<file path="src/rtl/id_stage_pkg.sv">
// Shared pipeline package: datapath widths, instruction field positions
// and small decode helpers used by the decode stage and its register file.
package id_stage_pkg;

  // Default datapath and register-address widths
  localparam int ID_DATA_W = 32;
  localparam int ID_REG_AW = 5;

  // Register 0 is hard-wired to zero
  localparam int REG_ZERO  = 0;

  // Instruction word layout (MIPS-style R/I formats)
  localparam int INSTR_W   = 32;
  localparam int FIELD_W   = 5;
  localparam int RS_MSB    = 25;
  localparam int RS_LSB    = 21;
  localparam int RT_MSB    = 20;
  localparam int RT_LSB    = 16;
  localparam int RD_MSB    = 15;
  localparam int RD_LSB    = 11;
  localparam int IMM_MSB   = 15;
  localparam int IMM_LSB   = 0;
  localparam int IMM_W     = IMM_MSB - IMM_LSB + 1;

  // Register-address fields and immediate pulled out of one instruction
  typedef struct packed {
    logic [FIELD_W-1:0] rs;
    logic [FIELD_W-1:0] rt;
    logic [FIELD_W-1:0] rd;
    logic [IMM_W-1:0]   imm;
  } id_fields_t;

  // Slice the instruction word into its decode fields
  function automatic id_fields_t decode_fields(input logic [INSTR_W-1:0] instr);
    id_fields_t f;
    f.rs  = instr[RS_MSB:RS_LSB];
    f.rt  = instr[RT_MSB:RT_LSB];
    f.rd  = instr[RD_MSB:RD_LSB];
    f.imm = instr[IMM_MSB:IMM_LSB];
    return f;
  endfunction

  // Replicate the immediate's sign bit up to a full instruction word
  function automatic logic [INSTR_W-1:0] sign_extend(input logic [IMM_W-1:0] imm);
    return {{(INSTR_W - IMM_W){imm[IMM_W-1]}}, imm};
  endfunction

endpackage

</file>
<file path="src/rtl/id_stage_if.sv">
// Decode-stage bus: instruction in, write-back and EX hazard info in,
// operands, immediate, register fields and stall out.
interface id_stage_if
  import id_stage_pkg::*;
#(
  parameter int DATA_W = ID_DATA_W,
  parameter int REG_AW = ID_REG_AW
);

  // From IF/ID
  logic [INSTR_W-1:0] instruction_ID;

  // From write-back
  logic               RegWrite_WB;
  logic [REG_AW-1:0]  Write_Reg_WB;
  logic [DATA_W-1:0]  Write_Data_WB;

  // From EX (load-use detection)
  logic               MemRead_EX;
  logic [REG_AW-1:0]  Rt_EX;

  // To ID/EX and hazard control
  logic [DATA_W-1:0]  Read_Data_1_ID;
  logic [DATA_W-1:0]  Read_Data_2_ID;
  logic [INSTR_W-1:0] signExtended_ID;
  logic [REG_AW-1:0]  Rs_ID;
  logic [REG_AW-1:0]  Rt_ID;
  logic [REG_AW-1:0]  Rd_ID;
  logic               stall_ID;

  // Pipeline side: drives the instruction and write-back, consumes results
  modport master (
    output instruction_ID, RegWrite_WB, Write_Reg_WB, Write_Data_WB,
           MemRead_EX, Rt_EX,
    input  Read_Data_1_ID, Read_Data_2_ID, signExtended_ID,
           Rs_ID, Rt_ID, Rd_ID, stall_ID
  );

  // Decode stage side
  modport slave (
    input  instruction_ID, RegWrite_WB, Write_Reg_WB, Write_Data_WB,
           MemRead_EX, Rt_EX,
    output Read_Data_1_ID, Read_Data_2_ID, signExtended_ID,
           Rs_ID, Rt_ID, Rd_ID, stall_ID
  );

endinterface

</file>
<file path="src/rtl/id_stage_reg_file.sv">
// Register file: one write port, two combinational read ports with
// write-before-read bypass. Register 0 is never written and reads zero.
module reg_file
  import id_stage_pkg::*;
#(
  parameter int DATA_W = ID_DATA_W,
  parameter int REG_AW = ID_REG_AW
)(
  input  logic              clk,
  input  logic              rst_n,
  input  logic              i_we,
  input  logic [REG_AW-1:0] i_waddr,
  input  logic [DATA_W-1:0] i_wdata,
  input  logic [REG_AW-1:0] i_raddr1,
  input  logic [REG_AW-1:0] i_raddr2,
  output logic [DATA_W-1:0] o_rdata1,
  output logic [DATA_W-1:0] o_rdata2
);

  localparam int NREG = 1 << REG_AW;
  localparam logic [REG_AW-1:0] ZERO_ADDR = REG_AW'(REG_ZERO);

  logic [DATA_W-1:0] r_regs [NREG];

  // A write to register 0 is dropped entirely, both for storage and bypass
  logic w_wr_en;
  assign w_wr_en = i_we && (i_waddr != ZERO_ADDR);

  // Storage: asynchronous clear of every entry, otherwise one write per edge
  always_ff @(posedge clk or negedge rst_n) begin
    if (!rst_n) begin
      for (int i = 0; i < NREG; i++) begin
        r_regs[i] <= '0;
      end
    end else if (w_wr_en) begin
      r_regs[i_waddr] <= i_wdata;
    end
  end

  // Read ports share identical logic; index 0 is rs, index 1 is rt
  logic [REG_AW-1:0] w_raddr [2];
  logic [DATA_W-1:0] w_rdata [2];

  assign w_raddr[0] = i_raddr1;
  assign w_raddr[1] = i_raddr2;

  // Bypass lets the consumer see this cycle's write-back before the edge,
  // so both ports forward independently when they hit the same register
  generate
    for (genvar gi = 0; gi < 2; gi++) begin : g_rd_port
      logic w_hit_zero;
      logic w_hit_bypass;

      assign w_hit_zero   = (w_raddr[gi] == ZERO_ADDR);
      assign w_hit_bypass = w_wr_en && (i_waddr == w_raddr[gi]);

      assign w_rdata[gi] = w_hit_zero   ? '0      :
                           w_hit_bypass ? i_wdata :
                                          r_regs[w_raddr[gi]];
    end
  endgenerate

  assign o_rdata1 = w_rdata[0];
  assign o_rdata2 = w_rdata[1];

endmodule

</file>
<file path="src/rtl/id_stage.sv">
// Instruction decode stage: register-file read with write-back bypass,
// immediate sign extension and load-use stall detection.
module id_stage
  import id_stage_pkg::*;
#(
  parameter int DATA_W = ID_DATA_W,
  parameter int REG_AW = ID_REG_AW
)(
  input  logic        clk,
  input  logic        rst_n,
  id_stage_if.slave   bus
);

  localparam logic [REG_AW-1:0] ZERO_ADDR = REG_AW'(REG_ZERO);

  // Decode fields once; everything downstream uses these
  id_fields_t        w_fields;
  logic [REG_AW-1:0] w_rs;
  logic [REG_AW-1:0] w_rt;
  logic [REG_AW-1:0] w_rd;

  assign w_fields = decode_fields(bus.instruction_ID);
  assign w_rs     = REG_AW'(w_fields.rs);
  assign w_rt     = REG_AW'(w_fields.rt);
  assign w_rd     = REG_AW'(w_fields.rd);

  // Opcode/funct bits are decoded by the control unit, not here
  logic w_unused_opcode;
  assign w_unused_opcode = ^bus.instruction_ID[INSTR_W-1:RS_MSB+1];

  // Register file with bypassed read ports
  reg_file #(
    .DATA_W (DATA_W),
    .REG_AW (REG_AW)
  ) u_reg_file (
    .clk      (clk),
    .rst_n    (rst_n),
    .i_we     (bus.RegWrite_WB),
    .i_waddr  (bus.Write_Reg_WB),
    .i_wdata  (bus.Write_Data_WB),
    .i_raddr1 (w_rs),
    .i_raddr2 (w_rt),
    .o_rdata1 (bus.Read_Data_1_ID),
    .o_rdata2 (bus.Read_Data_2_ID)
  );

  // Immediate and register fields forwarded to ID/EX
  assign bus.signExtended_ID = sign_extend(w_fields.imm);
  assign bus.Rs_ID           = w_rs;
  assign bus.Rt_ID           = w_rt;
  assign bus.Rd_ID           = w_rd;

  // Load-use hazard: the load in EX targets a register this instruction
  // reads. A load into r0 produces nothing to wait for.
  logic w_ex_load_live;
  logic w_src_match;

  assign w_ex_load_live = bus.MemRead_EX && (bus.Rt_EX != ZERO_ADDR);
  assign w_src_match    = (bus.Rt_EX == w_rs) || (bus.Rt_EX == w_rt);
  assign bus.stall_ID   = w_ex_load_live && w_src_match;

endmodule
</file>
<file path="src/flat_wrapper.sv">
// flat-port wrapper written by rule: the top's interface ports become plain ports
module id_stage_flat import id_stage_pkg::*;
#(
  parameter int DATA_W = ID_DATA_W,
  parameter int REG_AW = ID_REG_AW
)
  (clk, rst_n, bus_instruction_ID, bus_RegWrite_WB, bus_Write_Reg_WB, bus_Write_Data_WB, bus_MemRead_EX, bus_Rt_EX, bus_Read_Data_1_ID, bus_Read_Data_2_ID, bus_signExtended_ID, bus_Rs_ID, bus_Rt_ID, bus_Rd_ID, bus_stall_ID);
  id_stage_if #(.DATA_W(DATA_W), .REG_AW(REG_AW)) bus_i ();
  input  logic clk;
  input  logic rst_n;
  input wire logic [$bits(bus_i.instruction_ID)-1:0] bus_instruction_ID;
  input wire logic [$bits(bus_i.RegWrite_WB)-1:0] bus_RegWrite_WB;
  input wire logic [$bits(bus_i.Write_Reg_WB)-1:0] bus_Write_Reg_WB;
  input wire logic [$bits(bus_i.Write_Data_WB)-1:0] bus_Write_Data_WB;
  input wire logic [$bits(bus_i.MemRead_EX)-1:0] bus_MemRead_EX;
  input wire logic [$bits(bus_i.Rt_EX)-1:0] bus_Rt_EX;
  output wire logic [$bits(bus_i.Read_Data_1_ID)-1:0] bus_Read_Data_1_ID;
  output wire logic [$bits(bus_i.Read_Data_2_ID)-1:0] bus_Read_Data_2_ID;
  output wire logic [$bits(bus_i.signExtended_ID)-1:0] bus_signExtended_ID;
  output wire logic [$bits(bus_i.Rs_ID)-1:0] bus_Rs_ID;
  output wire logic [$bits(bus_i.Rt_ID)-1:0] bus_Rt_ID;
  output wire logic [$bits(bus_i.Rd_ID)-1:0] bus_Rd_ID;
  output wire logic [$bits(bus_i.stall_ID)-1:0] bus_stall_ID;
  assign bus_i.instruction_ID = bus_instruction_ID;
  assign bus_i.RegWrite_WB = bus_RegWrite_WB;
  assign bus_i.Write_Reg_WB = bus_Write_Reg_WB;
  assign bus_i.Write_Data_WB = bus_Write_Data_WB;
  assign bus_i.MemRead_EX = bus_MemRead_EX;
  assign bus_i.Rt_EX = bus_Rt_EX;
  assign bus_Read_Data_1_ID = bus_i.Read_Data_1_ID;
  assign bus_Read_Data_2_ID = bus_i.Read_Data_2_ID;
  assign bus_signExtended_ID = bus_i.signExtended_ID;
  assign bus_Rs_ID = bus_i.Rs_ID;
  assign bus_Rt_ID = bus_i.Rt_ID;
  assign bus_Rd_ID = bus_i.Rd_ID;
  assign bus_stall_ID = bus_i.stall_ID;
  id_stage #(.DATA_W(DATA_W), .REG_AW(REG_AW)) u_core (.clk(clk), .rst_n(rst_n), .bus(bus_i));
endmodule
</file>
<file path="config.mk">
export PLATFORM = sky130hd
export DESIGN_NAME = id_stage_flat
export DESIGN_NICKNAME = d
export VERILOG_FILES = /design/src/rtl/id_stage_pkg.sv /design/src/rtl/id_stage_if.sv /design/src/rtl/id_stage_reg_file.sv /design/src/rtl/id_stage.sv /design/src/flat_wrapper.sv
export SDC_FILE = /design/constraint.sdc
export NUM_CORES = 2
export LEC_CHECK = 0
export CAP_MARGIN = 15
export CORE_MARGIN = 2
export CORE_UTILIZATION = 55
export CTS_CLUSTER_DIAMETER = 60
export DETAILED_ROUTE_END_ITERATION = 10
export PLACE_DENSITY = 0.76
export SLEW_MARGIN = 10
export SYNTH_ARGS = -nofsm -noshare
export SYNTH_HDL_FRONTEND = slang
export SYNTH_SLANG_ARGS = --single-unit
</file>
<file path="constraint.sdc">
create_clock -name clk -period 1.9 [get_ports clk]
set_input_delay 0.19 -clock clk [delete_from_list [all_inputs] [get_ports clk]]
set_output_delay 0.19 -clock clk [all_outputs]
set_load 0.02 [all_outputs]
</file>
# Word-level counts from Yosys, hierarchy flattened
# Cells that the tools add are included.
# Widths: inputs -> output; s select.
# totals
ff_bits,1024
output_inout_bits,112
# classes
eq_ne,4
reduce_logical,11
bitwise,3
mux,13
magnitude_cmp,4
# ops
op,count
$bwmux 1024,1
$bmux 32 s5,2
$mux 32,9
$demux 32 s5,1
$eq 5x5->1,4
$ge 6x6->1 const B,3
$not 5->6,3
$logic_not 5->1,2
$reduce_bool 5->1,2
$logic_and 1x1->1,6
$lt 6x1->1 const B,1
$logic_or 1x1->1,1

# Depth between registers and ports, before layout
# logic_depth
ltp_word,6
mapped_depth,10

# Cells and area by module
# Synthesis repeated with hierarchy kept, for this count alone.
# hier_totals
hier_cells,3891
area_unflattened_um2,55415.6
# modules_own_cells
mod,cells_per_inst,seq_area_each_um2,area_per_inst_um2,n_inst
reg_file,3827,25624.6,54937.7,1
id_stage,64,0.0,478.0,1

# Worst setup path after synthesis
# OpenSTA, ideal clock, no wires.
# synth_path
path_type,input to output
startpoint,in bus_Write_Reg_WB[4]
endpoint,out bus_Read_Data_2_ID[29]
cell_stages,7
path_buffers,2
path_slack_ns,-0.222
t_required_ns,1.710
t_arrival_ns,1.932
path_cell_list,buf_2 xnor2_1 nand4_1 nor3_4 clkbuf_1 nor3_1 nor3_1
# synth_between
elab_chain_cells,5
# synth_lines
item,line,source
"start, declared",flat_wrapper.sv:13,input wire logic [$bits(bus_i.Write_Reg_WB)-1:0] bus_Write_Reg_WB;
$reduce_bool 5->1,id_stage_reg_file.sv:27,assign w_wr_en = i_we && (i_waddr != ZERO_ADDR);
$logic_and 1x1->1,id_stage_reg_file.sv:27,
$logic_and 1x1->1 (*),id_stage_reg_file.sv:55,assign w_hit_bypass = w_wr_en && (i_waddr == w_raddr[gi]);
$mux 32 (*),id_stage_reg_file.sv:58,w_hit_bypass ? i_wdata :
$mux 32 (*),id_stage_reg_file.sv:57,assign w_rdata[gi] = w_hit_zero ? '0 :
"end, declared",flat_wrapper.sv:18,output wire logic [$bits(bus_i.Read_Data_2_ID)-1:0] bus_Read_Data_2_ID;
# Mark *: on every way between the ends. The rest lies on a longest branch, timed or not.

# Worst setup path after layout
# layout_path
startpoint,reg u_core.u_reg_file.r_regs[277] (netlist name)
endpoint,out bus_Read_Data_1_ID[21]
# layout_between
elab_chain_cells,5
# layout_lines
item,line,source
"start, declared",id_stage_reg_file.sv:23,logic [DATA_W-1:0] r_regs [NREG];
"start signal, assigned by index",id_stage_reg_file.sv:36,r_regs[i_waddr] <= i_wdata;
$bmux 32 s5,id_stage_reg_file.sv:59,r_regs[w_raddr[gi]];
$mux 32 (implied by the code) (2 in series),id_stage_reg_file.sv:59,
$mux 32,id_stage_reg_file.sv:58,
$mux 32,id_stage_reg_file.sv:57,
"end, declared",flat_wrapper.sv:17,output wire logic [$bits(bus_i.Read_Data_1_ID)-1:0] bus_Read_Data_1_ID;
# No other way between the ends. The select of a mux whose other input is x is not followed.

==> impl_summary.txt <==
----------------------------------------------------
[Floorplanning]
  Effective utilization at floorplan ... 0.553
  Area of the core region ... 102,000 um^2
  Vertical die dimension ... 324 um
  I/O pin count ... 190
  Row cnt ... 117
  Total die area ... 105,000 um^2
  Width of the chip ... 324 um

[Route]
  Detailed-router iteration count before antenna repair ... 6
  Detailed Route Iter0 Violations ... 5,459
  Vias per cell ... 6.96
  Routed wirelength normalized by instance count ... 33.0 um
  Via total after detailed routing ... 43,751
  Detailed-route wire length ... 207,000 um
  # DRC ... 0
  Remaining antenna violation count ... 0

[Global route]
  First-pass GRT wire length ... 301,000 um
  Overall track demand over capacity in global routing ... 0.394
  Pin count of the biggest net entering global routing ... 87
  Overflow left after global routing ... 0
  Initial antenna violation count ... 5
  Via count of the first global-routing pass ... 45,291

[CTS]
  TritonCTS clock tree ... yes
  TritonCTS buffer count ... 111
  H-tree depth ... 3
  Deepest clock path buffer count ... 3
  Clock-pin slew on the worst setup and hold paths ... 0.06 ns
  TritonCTS sink count ... 1,024
  Clock latency at the later pin of the worst-skew pair ... 0.70 ns
  Root Driver ... sky130_fd_sc_hd__clkbuf_16

[Synth]
  Seq/Total Area, Yosys ... 0.456
  Seq cells post-synth ... 1,024
  Yosys warnings ... 0
  Post-Synthesis Cell Area ... 56,200 um^2
  Synthesized Nets ... 4,086
  Number of unique standard cell types used by synthesis ... 56
  Number of enable flip-flop cells after synthesis ... 0
  Mean post-synth cell area ... 14.0 um^2
  Number of cells produced by synthesis ... 4,008
  Ys async rst share ... 1.00
  Most frequently used flop master after synthesis ... sky130_fd_sc_hd__dfrtp_1

[STA]
  Worst setup skew after layout ... 0 ns
  Final Slew Violations ... 0
  RSZ-0062 raised after global routing ... true
  Share of the clock period used by the worst path after layout ... 1.52
  Tightest Pin Transition ... 0.729 ns
  Final critical-path required period ... 2.89 ns
  Final setup violation count ... 64
  Worst setup margin ... -0.994 ns
  Upper clock frequency limit ... 346 MHz
  Final number of hold-violating endpoints ... 0
  Setup total negative slack ... -48.25 ns
  Remaining max-slew budget at the tightest pin ... 0.513

[Finish]
  Final-stage net count ... 4,901
  Final instance count without filler cells ... 6,283
  Area growth, synth to finish ... 29.7%
  Max reg flops ... 1,024
  Biggest register ... u_core.u_reg_file.r_regs
  Layout fillers ... 6,303
  Share of final-layout standard cells stronger than drive strength 1 ... 0.595
  Final design utilization ... 0.717
  Registers with the most flip-flops ... u_core.u_reg_file.r_regs: 1024 flops

[Place]
  Worst slack at placement ... -1.40 ns
  Final weighted congestion of routability-driven global placement ... 0.940
  Half-perimeter wire length after detailed placement ... 135,000 um
  Number of input and output port buffers inserted ... 130
  Dpl cells ... 6,039

[Setup path]
  Reg2reg start ... u_core.u_reg_file.r_regs[14]
  Critical path required time ... 1.71 ns
  Length in cells of the worst reg-to-reg path ... 3
  Element type at the critical path start ... flip-flop
  Chain of cells forming the critical path ... buf_4 > mux4_2 > mux2i_4 > a211oi_1 > a221o_2 > buf_6
  Crit. End Element ... output port
  Critical path class ... reg2out
  CP max-delay cell ... sky130_fd_sc_hd__mux4_2
  Critical-path maximum fanout ... 2
  Slowest cell delay on critical path ... 0.49 ns
  R2R Path End ... u_core.u_reg_file.r_regs[14]
  Crit path DAT ... 2.70 ns
  Setup slack of the most critical reg-to-reg path ... 0.89 ns

[Power]
  Leakage ... 32.7 nW
  Worst IR Drop VDD ... 0.965 mV
  Power density over cell area ... 976 nW/um^2

[Hold path]
  HP Class ... in2async

[Outcome]
  Failing checks ... setup timing
  Outcome ... finished with violations

[Flow run]
  Max-cap violation count ... 0

----------------------------------------------------
## final cells by class
class	count	area, um^2	area share
Sequential cell	1024	25600	0.352
Multi-Input combinational cell	2485	30000	0.411
Antenna cell	3	7.51	0.000103
Tap cell	1368	1710	0.0235
Clock inverter	41	561	0.00769
Timing Repair Buffer	1198	11800	0.161
Clock buffer	161	3230	0.0443
Inverter	3	11.3	0.000155
## placed cells by master, fill, tap and decap left out, drive strengths merged, types with 52 or more instances in the layout
master	instances
buf	1139
mux2	1041
clkbuf	163
mux2i	307
a221oi	58
nor2b	62
o21ai	69
nor2	96
o22ai	61
a221o	92
mux4	353
nor3	52
dfrtp	1024
a211oi	66
## worst max-delay path by stage
stage / from / slack (ns) / end
final: u_core.u_reg_file.r_regs[277] / -0.99 / bus_Read_Data_1_ID[21]
after global routing: u_core.u_reg_file.r_regs[981] / -1.03 / bus_Read_Data_1_ID[21]
after CTS: u_core.u_reg_file.r_regs[1002] / -1.02 / bus_Read_Data_1_ID[10]
after detailed placement: bus_Write_Reg_WB[2] / -1.40 / bus_Read_Data_1_ID[4]
after global placement: bus_Write_Reg_WB[2] / -1.42 / bus_Read_Data_1_ID[4]
after floorplan: bus_instruction_ID[16] / -0.002 / bus_Read_Data_2_ID[13]
## kinds of logic (layout without fill, tap and decap cells)
logic type | count (synthesis) | count (layout) | share of synthesized area
simple gates | 301 | 301 | 0.0272
xor+xnor | 20 | 20 | 0.00312
flops | 1024 | 1024 | 0.456
compound gates | 463 | 463 | 0.0617
mux | 1701 | 1701 | 0.405
buf+inv | 499 | 1403 | 0.0470
other cells | 0 | 3 | 0
## synthesized netlist by cell type, types with 6 or more instances
master,count,share of area
sky130_fd_sc_hd__xnor2_1,12,0.0019
sky130_fd_sc_hd__buf_6,38,0.0076
sky130_fd_sc_hd__o21bai_1,6,0.00080
sky130_fd_sc_hd__mux4_2,353,0.14
sky130_fd_sc_hd__buf_4,75,0.010
sky130_fd_sc_hd__buf_1,57,0.0038
sky130_fd_sc_hd__dfrtp_1,1024,0.46
sky130_fd_sc_hd__nor2_1,96,0.0064
sky130_fd_sc_hd__nand2_1,33,0.0022
sky130_fd_sc_hd__nor3_1,50,0.0045
sky130_fd_sc_hd__mux2_2,941,0.19
sky130_fd_sc_hd__a211o_1,11,0.0017
sky130_fd_sc_hd__a2111oi_0,11,0.0017
sky130_fd_sc_hd__mux2_1,100,0.020
sky130_fd_sc_hd__nand3_1,7,0.00062
sky130_fd_sc_hd__nor3b_1,6,0.00080
sky130_fd_sc_hd__o22ai_1,61,0.0068
sky130_fd_sc_hd__nor2b_1,62,0.0069
sky130_fd_sc_hd__a221oi_1,57,0.0089
sky130_fd_sc_hd__clkbuf_1,198,0.013
sky130_fd_sc_hd__a21oi_1,49,0.0044
sky130_fd_sc_hd__mux2i_1,307,0.055
sky130_fd_sc_hd__a221o_1,92,0.016
sky130_fd_sc_hd__a211oi_1,66,0.0088
sky130_fd_sc_hd__buf_2,123,0.011
sky130_fd_sc_hd__nor4_1,17,0.0019
sky130_fd_sc_hd__a22oi_1,32,0.0043
sky130_fd_sc_hd__o21ai_0,34,0.0030
sky130_fd_sc_hd__xor2_1,8,0.0012
sky130_fd_sc_hd__o21ai_1,34,0.0030
## where the power goes
part	switching [mW]	leakage [nW]	internal [mW]	total, mW
clock network	9.29	1.86	13.4	22.7
registers	3.02	13.1	26.0	29.0
logic	8.24	17.7	11.2	19.5
## repair_timing
action / in CTS / in global routing
pin swaps: 101 / 74
hold buffers: 1 / 0
setup endpoints to repair: 65 / 65
buffers inserted: 44 / 24
resized for setup: 542 / 172
gates cloned: 2 / 0
endpoints found under the hold margin: 797 / 0
## layer usage
layer	part of all wire	vias to the layer above	global-route usage
li1	-	17027	-
met2	0.44	3197	0.580
met4	0.074	8	0.245
met3	0.13	938	0.132
met5	0.00027	-	0
met1	0.36	22581	0.505
## worst max-delay path: cells and delay by family (launching register included)
family | cells | cell delay, ns
compound gates | 2 | 0.55
buf+inv | 2 | 0.34
flops | 1 | 0.41
mux | 2 | 0.70
## stage by stage
step | power, mW | instance area [um^2] | hold WS [ns]
after floorplan | 38.6 | 56500 | -0.106
after detailed placement | 46.5 | 66700 | 0.126
final | 71.1 | 72900 | 0.0125
after CTS | 70.0 | 71900 | 0.00466
after global placement | 45.7 | 66700 | 0.131
after global routing | 73.4 | 72900 | 0.0296
No activity file was read; power rests on OpenSTA's default activity.
